## src/rtl/fp_align_if.sv

```systemverilog
// fp_align_if: operand-in / aligned-result-out handshake bundle for fp_align_unit
//   master drives in_valid, X, Y, out_ready; slave (the aligner) drives the rest.
interface fp_align_if #(
    parameter int EXP_W = 4,
    parameter int MAN_W = 7
);
    logic                   in_valid;
    logic                   in_ready;
    logic [EXP_W+MAN_W:0]   X;
    logic [EXP_W+MAN_W:0]   Y;
    logic                   out_valid;
    logic                   out_ready;
    logic                   Xs_o;
    logic                   Ys_o;
    logic [MAN_W:0]         Xm_al;
    logic [MAN_W:0]         Ym_al;
    logic                   XeLTYe;
    logic [EXP_W-1:0]       Ge;
    logic                   sticky;

    modport master (
        output in_valid, X, Y, out_ready,
        input  in_ready, out_valid, Xs_o, Ys_o, Xm_al, Ym_al, XeLTYe, Ge, sticky
    );

    modport slave (
        input  in_valid, X, Y, out_ready,
        output in_ready, out_valid, Xs_o, Ys_o, Xm_al, Ym_al, XeLTYe, Ge, sticky
    );
endinterface

```

## src/rtl/fp_align_unit.sv

```systemverilog
// fp_align_unit: mini-float pre-add alignment, shifts the smaller significand one bit per cycle
//   clk, rst_n (async, active-low)
//   bus.slave: in_valid/in_ready + X/Y operands {s,e,f}; out_valid/out_ready + Xs_o, Ys_o,
//              Xm_al, Ym_al, XeLTYe, Ge (max exponent), sticky (OR of shifted-out bits)
module fp_align_unit #(
    parameter int EXP_W = 4,
    parameter int MAN_W = 7
) (
    input logic     clk,
    input logic     rst_n,
    fp_align_if.slave bus
);
    localparam int SW = MAN_W + 1;
    localparam logic [EXP_W-1:0] SW_E = EXP_W'(SW);
    localparam logic [EXP_W-1:0] ONE  = EXP_W'(1);

    typedef enum logic [1:0] {IDLE, SHIFT, DONE} state_t;

    state_t           state;
    logic [EXP_W-1:0] count;
    logic [EXP_W-1:0] xe;
    logic [EXP_W-1:0] ye;
    logic [EXP_W-1:0] diff;
    logic [SW-1:0]    xm_in;
    logic [SW-1:0]    ym_in;
    logic [SW-1:0]    xm;
    logic [SW-1:0]    ym;
    logic [EXP_W-1:0] ge;
    logic             x_lt;
    logic             xs;
    logic             ys;
    logic             lt;
    logic             st;
    logic             ov;

    assign xe    = bus.X[MAN_W +: EXP_W];
    assign ye    = bus.Y[MAN_W +: EXP_W];
    // hidden bit is set for any non-zero exponent; exp==0 gets no denormal adjustment
    assign xm_in = {|xe, bus.X[MAN_W-1:0]};
    assign ym_in = {|ye, bus.Y[MAN_W-1:0]};
    assign x_lt  = xe < ye;
    assign diff  = x_lt ? ye - xe : xe - ye;

    assign bus.in_ready  = (state == IDLE) & rst_n;
    assign bus.out_valid = ov;
    assign bus.Xs_o      = xs;
    assign bus.Ys_o      = ys;
    assign bus.Xm_al     = xm;
    assign bus.Ym_al     = ym;
    assign bus.XeLTYe    = lt;
    assign bus.Ge        = ge;
    assign bus.sticky    = st;

    always_ff @(posedge clk or negedge rst_n) begin
        if (!rst_n) begin
            state <= IDLE;
            count <= '0;
            xs    <= 1'b0;
            ys    <= 1'b0;
            xm    <= '0;
            ym    <= '0;
            lt    <= 1'b0;
            ge    <= '0;
            st    <= 1'b0;
            ov    <= 1'b0;
        end else begin
            case (state)
                IDLE: if (bus.in_valid) begin
                    state <= SHIFT;
                    xs    <= bus.X[EXP_W+MAN_W];
                    ys    <= bus.Y[EXP_W+MAN_W];
                    lt    <= x_lt;
                    ge    <= x_lt ? ye : xe;
                    // a shift past the whole significand is resolved in one step
                    if (diff > SW_E) begin
                        count <= '0;
                        xm    <= x_lt ? '0 : xm_in;
                        ym    <= x_lt ? ym_in : '0;
                        st    <= x_lt ? |xm_in : |ym_in;
                    end else begin
                        count <= diff;
                        xm    <= xm_in;
                        ym    <= ym_in;
                        st    <= 1'b0;
                    end
                end
                SHIFT: if (count != '0) begin
                    if (lt) begin
                        xm <= xm >> 1;
                        st <= st | xm[0];
                    end else begin
                        ym <= ym >> 1;
                        st <= st | ym[0];
                    end
                    count <= count - ONE;
                end else begin
                    state <= DONE;
                    ov    <= 1'b1;
                end
                DONE: if (bus.out_ready) begin
                    state <= IDLE;
                    ov    <= 1'b0;
                end
                default: state <= IDLE;
            endcase
        end
    end
endmodule
```

## src/flat_wrapper.sv

```systemverilog
// flat-port wrapper written by rule: the top's interface ports become plain ports
module fp_align_unit_flat 
#(
    parameter int EXP_W = 4,
    parameter int MAN_W = 7
)
  (clk, rst_n, bus_in_valid, bus_X, bus_Y, bus_out_ready, bus_in_ready, bus_out_valid, bus_Xs_o, bus_Ys_o, bus_Xm_al, bus_Ym_al, bus_XeLTYe, bus_Ge, bus_sticky);
  fp_align_if #(.EXP_W(EXP_W), .MAN_W(MAN_W)) bus_i ();
  input logic clk;
  input logic rst_n;
  input wire logic [$bits(bus_i.in_valid)-1:0] bus_in_valid;
  input wire logic [$bits(bus_i.X)-1:0] bus_X;
  input wire logic [$bits(bus_i.Y)-1:0] bus_Y;
  input wire logic [$bits(bus_i.out_ready)-1:0] bus_out_ready;
  output wire logic [$bits(bus_i.in_ready)-1:0] bus_in_ready;
  output wire logic [$bits(bus_i.out_valid)-1:0] bus_out_valid;
  output wire logic [$bits(bus_i.Xs_o)-1:0] bus_Xs_o;
  output wire logic [$bits(bus_i.Ys_o)-1:0] bus_Ys_o;
  output wire logic [$bits(bus_i.Xm_al)-1:0] bus_Xm_al;
  output wire logic [$bits(bus_i.Ym_al)-1:0] bus_Ym_al;
  output wire logic [$bits(bus_i.XeLTYe)-1:0] bus_XeLTYe;
  output wire logic [$bits(bus_i.Ge)-1:0] bus_Ge;
  output wire logic [$bits(bus_i.sticky)-1:0] bus_sticky;
  assign bus_i.in_valid = bus_in_valid;
  assign bus_i.X = bus_X;
  assign bus_i.Y = bus_Y;
  assign bus_i.out_ready = bus_out_ready;
  assign bus_in_ready = bus_i.in_ready;
  assign bus_out_valid = bus_i.out_valid;
  assign bus_Xs_o = bus_i.Xs_o;
  assign bus_Ys_o = bus_i.Ys_o;
  assign bus_Xm_al = bus_i.Xm_al;
  assign bus_Ym_al = bus_i.Ym_al;
  assign bus_XeLTYe = bus_i.XeLTYe;
  assign bus_Ge = bus_i.Ge;
  assign bus_sticky = bus_i.sticky;
  fp_align_unit #(.EXP_W(EXP_W), .MAN_W(MAN_W)) u_core (.clk(clk), .rst_n(rst_n), .bus(bus_i));
endmodule
```

## config.mk

```make
export PLATFORM = sky130hd
export DESIGN_NAME = fp_align_unit_flat
export DESIGN_NICKNAME = d
export VERILOG_FILES = /design/src/rtl/fp_align_if.sv /design/src/rtl/fp_align_unit.sv /design/src/flat_wrapper.sv
export SDC_FILE = /design/constraint.sdc
export NUM_CORES = 1
export LEC_CHECK = 0
export ABC_AREA = 1
export CORE_MARGIN = 2
export CORE_UTILIZATION = 40
export CTS_CLUSTER_SIZE = 25
export DETAILED_ROUTE_END_ITERATION = 12
export GPL_TIMING_DRIVEN = 0
export PLACE_DENSITY = 0.69
export REMOVE_ABC_BUFFERS = 1
export SLEW_MARGIN = 20
export SYNTH_ARGS = -nofsm -noshare
export SYNTH_HDL_FRONTEND = slang
export SYNTH_SLANG_ARGS = --single-unit
```

## constraint.sdc

```tcl
create_clock -name clk -period 1.9 [get_ports clk]
set_clock_uncertainty 0.05 [all_clocks]
set_input_delay 0.38 -clock clk [delete_from_list [all_inputs] [get_ports clk]]
set_output_delay 0.38 -clock clk [all_outputs]
set_load 0.02 [all_outputs]
```

* Word level (Yosys, flattened, before mapping)
Cells that the tools add are included.
Word-level totals: output and inout bits 26, logic and storage cells 71, register bits after elaboration 31
Operators by class: multiplexer cells 31, eq/ne operators 8, $add $sub $neg 3, reductions and logical operators 14, bitwise logic cells 3, $lt $le $gt $ge 2
Operators with widths (number):
- $mux 8 | 10
- $pmux 8 s2 | 2
- $reduce_or 11->1 | 2
- $mux 4 | 5
- $reduce_and 3->1 | 3
- $ne 2x2->1 const B | 4
- $pmux 4 s2 | 1
- $reduce_and 4->1 | 2
- $reduce_or 4->1 | 2
- $sub 4x4->4 | 2
- $mux 1 | 7
- $mux 2 | 3
- $pmux 2 s3 | 1
- $gt 4x4->1 const B | 1
- $lt 4x4->1 | 1
- $ne 2x1->1 const B | 2
- $pmux 1 s2 | 2
- $reduce_bool 2->1 | 2
- $reduce_bool 4->1 | 1
- $sub 4x1->4 const B | 1
- $eq 2x1->1 const B | 1
- $eq 2x2->1 const B | 1
- $logic_not 2->1 | 1
- $or 1x1->1 | 2
- 2 further kinds | 2

* Logic depth before layout (Yosys ltp)
Gate-level depths: netlist (run 1).
word-level depth 6, depth in mapped cells 14, mapped depth without buffers 13

* Worst setup path after synthesis (run 1)
Ideal clock, no wire load.
kind input to register, from input port bus_X[7], to register u_core.xm[3] (netlist: u_core.bus.Xm_al[3]), path buffers 0, required time 1.728 ns, data arrival time 1.824 ns, slack -0.096 ns, stages on the path 13, path through inv_1 ha_1 fa_1 inv_1 nand2_4 nand2_4 nand2_1 nand2_1 inv_1 nand2_4 nand3_4 nand2_1 a21oi_2
On the way: cells in the longest elaborated chain, start to end 6, elaborated cells between the ends (all ways) 9
Ends and longest elaborated chain:
- start: declaration | line flat_wrapper.sv:12 | input wire logic [$bits(bus_i.X)-1:0] bus_X;
- $sub 4x4->4 / $lt 4x4->1 (equally long branches) | line fp_align_unit.sv:42, fp_align_unit.sv:41
- $mux 4 | line fp_align_unit.sv:42 | assign diff = x_lt ? ye - xe : xe - ye;
- $gt 4x4->1 | line fp_align_unit.sv:75 | if (diff > SW_E) begin
- $mux 8 (*) | line fp_align_unit.sv:75
- $mux 8 (*) | line fp_align_unit.sv:68 | IDLE: if (bus.in_valid) begin
- $pmux 8 s2 (*) | line fp_align_unit.sv:67 | case (state)
- end signal: assignment | line fp_align_unit.sv:77 | xm <= x_lt ? '0 : xm_in;
- end signal: assignment | line fp_align_unit.sv:82 | xm <= xm_in;
- end signal: assignment | line fp_align_unit.sv:89 | xm <= xm >> 1;
- end: declaration | line fp_align_unit.sv:26 | logic [SW-1:0] xm;
Every way passes the cells marked *; elsewhere a longest branch is shown, timed or not. The select of a mux whose other input is x is not followed. A chain may end at the register's enable or synchronous reset.

* Worst setup path after layout (run 1)
from input port bus_X[10], to register u_core.xm[1] (netlist: u_core.bus.Xm_al[1])
Same word-level chain as after synthesis.

==> metrics.txt, run 1 <==
Post-Route Utilization=between 50% and 60%; Worst Path Max Fanout=8; worst stage delay on the critical path=roughly 0.32 ns; placeable core area=5172 um^2; Mapped Cells=286; Final nets=392; Synth Area per Inst=7.547 um^2; std cell rows=26; PwrDens=1643 nW/um^2; hold crit path type=in -> async; Pleak=1.482 nW; drt drc=0; final WL=5220 um; vias in the first global route=1,898; setup tns final=0 ns; max-cap violations=0; Worst EP required=2.02 ns; CTS Buf Count=5; pin count of the biggest net entering global routing=35; vias per cell=slightly below 5; first-pass GRT wire length=~8600 um; antenna diode count=0; FF-to-FF Start=u_core.count[0]; worst reg-to-reg path cell count=10; status=completed; GRT overflow=0; io pins=54; die area=5999 um^2; register bit total from synthesis=31; drt pass-1 iters=4; GRT Total Usage=17.83%; Total Power=5.052 mW; total number of vias=2,047; Die Ht=77.46 um; Antenna Violating Nets Remaining=0; CP Launch Type=input pin; warnings from Yosys=0; crit-path leading delay family=simple AND/OR/NAND/NOR gates; Reg clk slew, reported paths=~0.07 ns; H-tree depth=2; DP HPWL=3650 um; Syn Std Cell Area=2158 um^2; initial antenna violation count=0; fillcell total=457; Cell Area, Placed=about 2800 um^2; Arrival @ worst endpoint=a little under 2 ns; Port Buffers=53; Period minus WS final=1.810 ns; Skew-Pair Late Insertion Delay=approximately 0.28 ns; TritonCTS Sinks=31; reg2reg end=u_core.bus.Ym_al[6]; worst rel slew slack=75.09%; Initial DRC Count=123; Worst-Margin Slew=between 0.3 and 0.4 ns; crit path kind=in -> reg; flip-flop and latch area=between 700 and 800 um^2; Area Growth Syn to Fin=42.43%; Horiz. Die Dim=between 70 and 80 um; CP bufs+invs=2; sequential share of the synthesized area=a little over a third; Final Max Tran Viols=0; Most Frequent Cell on Critical Path=nand2_2; ratio of final minimum period to clock period=95.28%; Max clock buf depth=2; starting density of the core=41.73%; fin area=about 3100 um^2; Peak VDD IR=824.4 uV; maximum clock frequency=roughly 550 MHz; Synth cell types=34; # setup viols final=0; per-cell routed wire length=12.28 um; footprint of the multi-input gates=1252 um^2; CTS tree=yes; cells along the critical path=dlygate4sd2_1 > ha_4 > nand2_1 > nand2_2 > inv_4 > nand2_8 > nand2_1 > nand2_2 > nor2_4 > nand2_4 > nand3_4 > nand2_2 > a21oi_2; CP max stage cell=ha_4; Fin Hold WS=0.008256 ns; layout cell share with drive strength beyond 1=22.82%; root buffer cell=clkbuf_8; Reg2Reg Setup Slack=roughly 0.1 ns; CP endpoint kind=flip-flop; Final Hold Fails=0; GPL Wtd Cong=0.8807
## stage by stage
stage	worst slack, ns	cells
after floorplan	-0.09607	281
after global routing	-0.02503	425
after CTS	0.01482	422
after global placement	-1.297	404
after detailed placement	-0.8775	405
final	0.08966	425
## sequential cells by signal, summed over array words and instances (netlist names)
signal                count
u_core.bus.Ys_o           1
u_core.state              2
u_core.bus.Xm_al          8
u_core.bus.sticky         1
u_core.bus.Xs_o           1
u_core.bus.Ym_al          8
u_core.count              4
u_core.bus.out_valid      1
u_core.bus.Ge             4
u_core.bus.XeLTYe         1
## routing by layer
layer / vias up / GRT usage, % / wire (um)
met5: - / 0 / 0
met4: 0 / 4.643 / 70
met3: 7 / 3.372 / 216
met2: 51 / 29.30 / 2453
met1: 949 / 24.19 / 2480
li1: 1040 / - / -
## worst max-delay path by stage
stage	start	endpoint	slack [ns]	cells past startpoint
2_1_floorplan	bus_X[7]	u_core.bus.Xm_al[1]	-0.1	13
3_3_place_gp	rst_n	bus_in_ready	-1.30	4
3_5_place_dp	bus_X[7]	u_core.bus.Xm_al[3]	-0.88	14
4_1_cts	bus_X[8]	u_core.bus.Xm_al[3]	0.01	11
5_1_grt	bus_X[10]	u_core.bus.Xm_al[1]	-0.03	13
6_report	bus_X[10]	u_core.bus.Xm_al[1]	0.09	13
## synthesized netlist by cell type (all sizes together)
cell / number / area, um^2
nand2: 64 / 280.3
inv: 53 / 201.5
a21oi: 41 / 242.7
nor2: 36 / 177.7
dfrtp: 31 / 775.7
nand3: 15 / 100.1
ha: 8 / 100.1
o21ai: 7 / 46.30
or2: 7 / 43.79
nor3: 5 / 36.29
clkbuf: 4 / 15.01
nand4: 3 / 18.77
a22oi: 2 / 15.01
fa: 2 / 40.04
xnor2: 2 / 17.52
a31oi: 1 / 6.260
buf: 1 / 11.26
nand3b: 1 / 7.510
o22ai: 1 / 6.260
o31ai: 1 / 7.510
xor2: 1 / 8.760
## worst register-to-register path, stage by stage (launching register included)
cell	delay (ns)
dfrtp_1	0.36
inv_1	0.12
ha_1	0.18
nand2_1	0.10
nor3_4	0.24
nor2_8	0.08
o21ai_4	0.15
inv_4	0.09
or2_1	0.22
inv_1	0.07
a21oi_2	0.03
## timing repair
action	in CTS	in global routing
resized for setup	35	24
setup endpoints to repair	26	17
hold buffers	1	0
setup buffers	8	3
hold endpoints to repair	8	0
pin swaps	10	13
cloned	0	0
## logic make-up (layout without fill, tap and decap cells)
logic type | count (synthesis) | count (layout) | share of synthesized area (%)
buf+inv | 58 | 127 | 10.55
flops | 31 | 31 | 35.94
fa+ha+maj | 10 | 10 | 6.493
xor+xnor | 3 | 3 | 1.218
compound gates | 53 | 53 | 15.02
simple gates | 131 | 131 | 30.78
## power by group
part | switching, mW | internal, mW
clock network | 0.253 | 0.424
logic | 1.83 | 1.30
registers | 0.240 | 1.01
## cell usage in the layout, fill, tap and decap left out, types with 3 or more instances in the layout
cell type,netlist,routed
nand2_1,56,46
clkdlybuf4s50_1,0,43
inv_1,47,40
nor2_1,32,32
dfrtp_1,31,31
a21oi_1,33,30
nand2_2,4,13
nand3_1,13,13
buf_4,0,12
a21oi_2,7,10
inv_2,5,7
o21ai_0,6,6
clkbuf_8,0,6
or2_1,5,5
nand2_4,4,4
inv_4,1,4
nor3_1,4,4
ha_1,8,4
dlygate4sd2_1,0,4
nand4_1,3,3
ha_4,0,3
## layout make-up
| type | instances | area share (%) |
|---|---|---|
| clock buffer | 6 | 2.686 |
| multi-input combinational | 197 | 40.74 |
| timing repair buffer | 66 | 20.27 |
| tap | 70 | 2.849 |
| clock inverter | 2 | 1.140 |
| sequential | 31 | 25.23 |
| inverter | 53 | 7.082 |
Note: power is estimated with default switching activity, not from simulation.
==> run 2: changes to the inputs <==
--- a/config.mk
+++ b/config.mk
@@ -8,7 +8,7 @@
 export ABC_AREA = 1
 export CORE_MARGIN = 2
 export CORE_UTILIZATION = 40
-export CTS_CLUSTER_SIZE = 25
+export CTS_CLUSTER_SIZE = 8
 export DETAILED_ROUTE_END_ITERATION = 12
 export GPL_TIMING_DRIVEN = 0
 export PLACE_DENSITY = 0.69
==> results of run 2 <==
The final DEF is identical to that of run 1; final timing and power are the same.
==> run 3: changes to the inputs <==
--- a/config.mk
+++ b/config.mk
@@ -6,6 +6,7 @@
 export NUM_CORES = 1
 export LEC_CHECK = 0
 export ABC_AREA = 1
+export CAP_MARGIN = 10
 export CORE_MARGIN = 2
 export CORE_UTILIZATION = 40
 export CTS_CLUSTER_SIZE = 8
@@ -13,6 +14,7 @@
 export GPL_TIMING_DRIVEN = 0
 export PLACE_DENSITY = 0.69
 export REMOVE_ABC_BUFFERS = 1
+export SKIP_LAST_GASP = 1
 export SLEW_MARGIN = 20
 export SYNTH_ARGS = -nofsm -noshare
 export SYNTH_HDL_FRONTEND = slang
==> metrics.txt, run 3 (synthesis gave the netlist of run 1 again) <==
antenna diode count=0; CP endpoint=u_core.bus.Xm_al[1]; worst reg-to-reg path cell count=10; per-cell routed wire length=~12 um; total number of vias=around 2,000; initial antenna violation count=0; Final nets=393; Port Buffers=53; CP Launch Type=input pin; status=completed; hold crit path type=in -> async; Worst Path Max Fanout=8; crit path kind=in -> reg; worst rel slew slack=75.10%; worst stage delay on the critical path=0.53 ns; drt drc=0; # setup viols final=0; Final Max Tran Viols=0; max-cap violations=0; io pins=between 50 and 60; GRT Total Usage=roughly 18%; starting density of the core=approximately two fifths; Die Ht=77.46 um; Cell Area, Placed=2765 um^2; cells along the critical path=clkdlybuf4s15_2 > inv_2 > fa_1 > inv_1 > nand3_1 > nand2_2 > nor2_4 > nand2_4 > nand3_4 > nand2_2 > a21oi_2; Arrival @ worst endpoint=a little under 2 ns; CTS tree=yes; root buffer cell=clkbuf_8; leading cell type in the layout, fill and taps excluded=nand2_1; Skew-Pair Late Insertion Delay=0.28 ns; ratio of final minimum period to clock period=95.80%; H-tree depth=2; PwrDens=1643 nW/um^2; DP HPWL=around 3600 um; first-pass GRT wire length=8604 um; CTS Buf Count=5; crit path launch=bus_Y[8]; Pleak=1.487 nW; Horiz. Die Dim=77.46 um; Most Frequent Cell on Critical Path=nand2_2; fin area=3079 um^2; std cell rows=26; GRT overflow=0; vias in the first global route=1,898; maximum clock frequency=549.4 MHz; Reg2Reg Setup Slack=0.10 ns; setup tns final=0 ns; Antenna Violating Nets Remaining=0; Area Growth Syn to Fin=42.67%; Period minus WS final=1.820 ns; CP max stage cell=fa_1; Max clock buf depth=2; Reg clk slew, reported paths=around 0.070 ns; reg2reg end=u_core.bus.Ym_al[6]; Final Hold Fails=0; GPL Wtd Cong=just under 0.9; layout cell share with drive strength beyond 1=23.03%; final WL=5260 um; Worst EP required=between 2 and 2.5 ns; CP endpoint kind=flip-flop; FF-to-FF Start=u_core.count[0]; Worst-Margin Slew=about 0.37 ns; Initial DRC Count=129; Peak VDD IR=824.5 uV; drt pass-1 iters=4; die area=5999 um^2; pin count of the biggest net entering global routing=35; TritonCTS Sinks=31; commonest non-fill, non-tap cells in the layout=46 x nand2_1, 43 x clkdlybuf4s50_1, 40 x inv_1; placeable core area=5172 um^2; vias per cell=4.798
run 3: cell types whose count changed in the layout (fill, tap and decap cells not counted):
| cell | previous run | this run |
|---|---|---|
| inv_2 | 7 | 8 |
| buf_4 | 12 | 13 |
| inv_4 | 4 | 3 |
run 3: worst min-delay path by stage:
stage | start | end | slack [ns] | cells after the start
4_1_cts | rst_n | u_core.bus.Xs_o | 0.02 | 2
2_1_floorplan | rst_n | u_core.bus.Ge[0] | 0.03 | 0
6_report | rst_n | u_core.bus.Xs_o | 0.008 | 2
3_5_place_dp | rst_n | u_core.count[2] | 0.21 | 1
3_3_place_gp | u_core.bus.Ys_o | u_core.bus.Ys_o | 0.40 | 2
5_1_grt | rst_n | u_core.bus.Xs_o | 0.02 | 2
run 3: where the power goes:
part	internal [mW]	switching, mW	leakage, nW
Clock	0.424	0.252	0.0612
Combinational	1.30	1.83	1.07
Sequential	1.01	0.240	0.361
Total	2.74	2.32	1.49
run 3: metal layers:
layer / GRT usage [%] / part of all wire [%] / up-vias
met2: 29.30 / 47 / 47
li1: - / - / 1042
met4: 4.643 / 1.4 / 0
met5: 0 / 0 / -
met3: 3.372 / 3.6 / 8
met1: 24.19 / 48 / 947
run 3: repair_timing:
action                                 in CTS  in global routing
resized for setup                          34                 25
setup buffers                               8                  4
pin swaps                                  10                 11
endpoints found under the hold margin       8                  0
hold buffers                                1                  0
setup endpoints to repair                  26                 17
cloned                                      0                  0
run 3: final cells by class:
| type | instances | area (um^2) |
|---|---|---|
| Fill cell | 455 | 2093 |
| Multi-Input combinational cell | 197 | 1252 |
| Sequential cell | 31 | 775.7 |
| Timing Repair Buffer | 67 | 630.6 |
| Inverter | 53 | 215.2 |
| Tap cell | 70 | 87.58 |
| Clock buffer | 6 | 82.58 |
| Clock inverter | 2 | 35.03 |
run 3: per-stage QoR:
stage          hold slack, ns  utilization [%]  total power [mW]  worst slack (ns)  cells
2_1_floorplan         0.03441                -             3.203          -0.09607    281
5_1_grt               0.02349            59.53             5.458          -0.01915    426
6_report             0.007831            59.53             5.060           0.07987    426
3_3_place_gp           0.4049            53.17             4.138            -1.297    404
3_5_place_dp           0.2082            53.46             4.191           -0.8775    405
4_1_cts               0.01823            57.93             4.949         -0.002237    422
run 3: worst max-delay path, delay by kind of cell:
kind                       cells  cell delay, ns
AOI/OAI and AO/OA              1            0.12
adders and majority gates      1            0.53
buffers and inverters          3            0.36
and+or+nand+nor                6            0.58
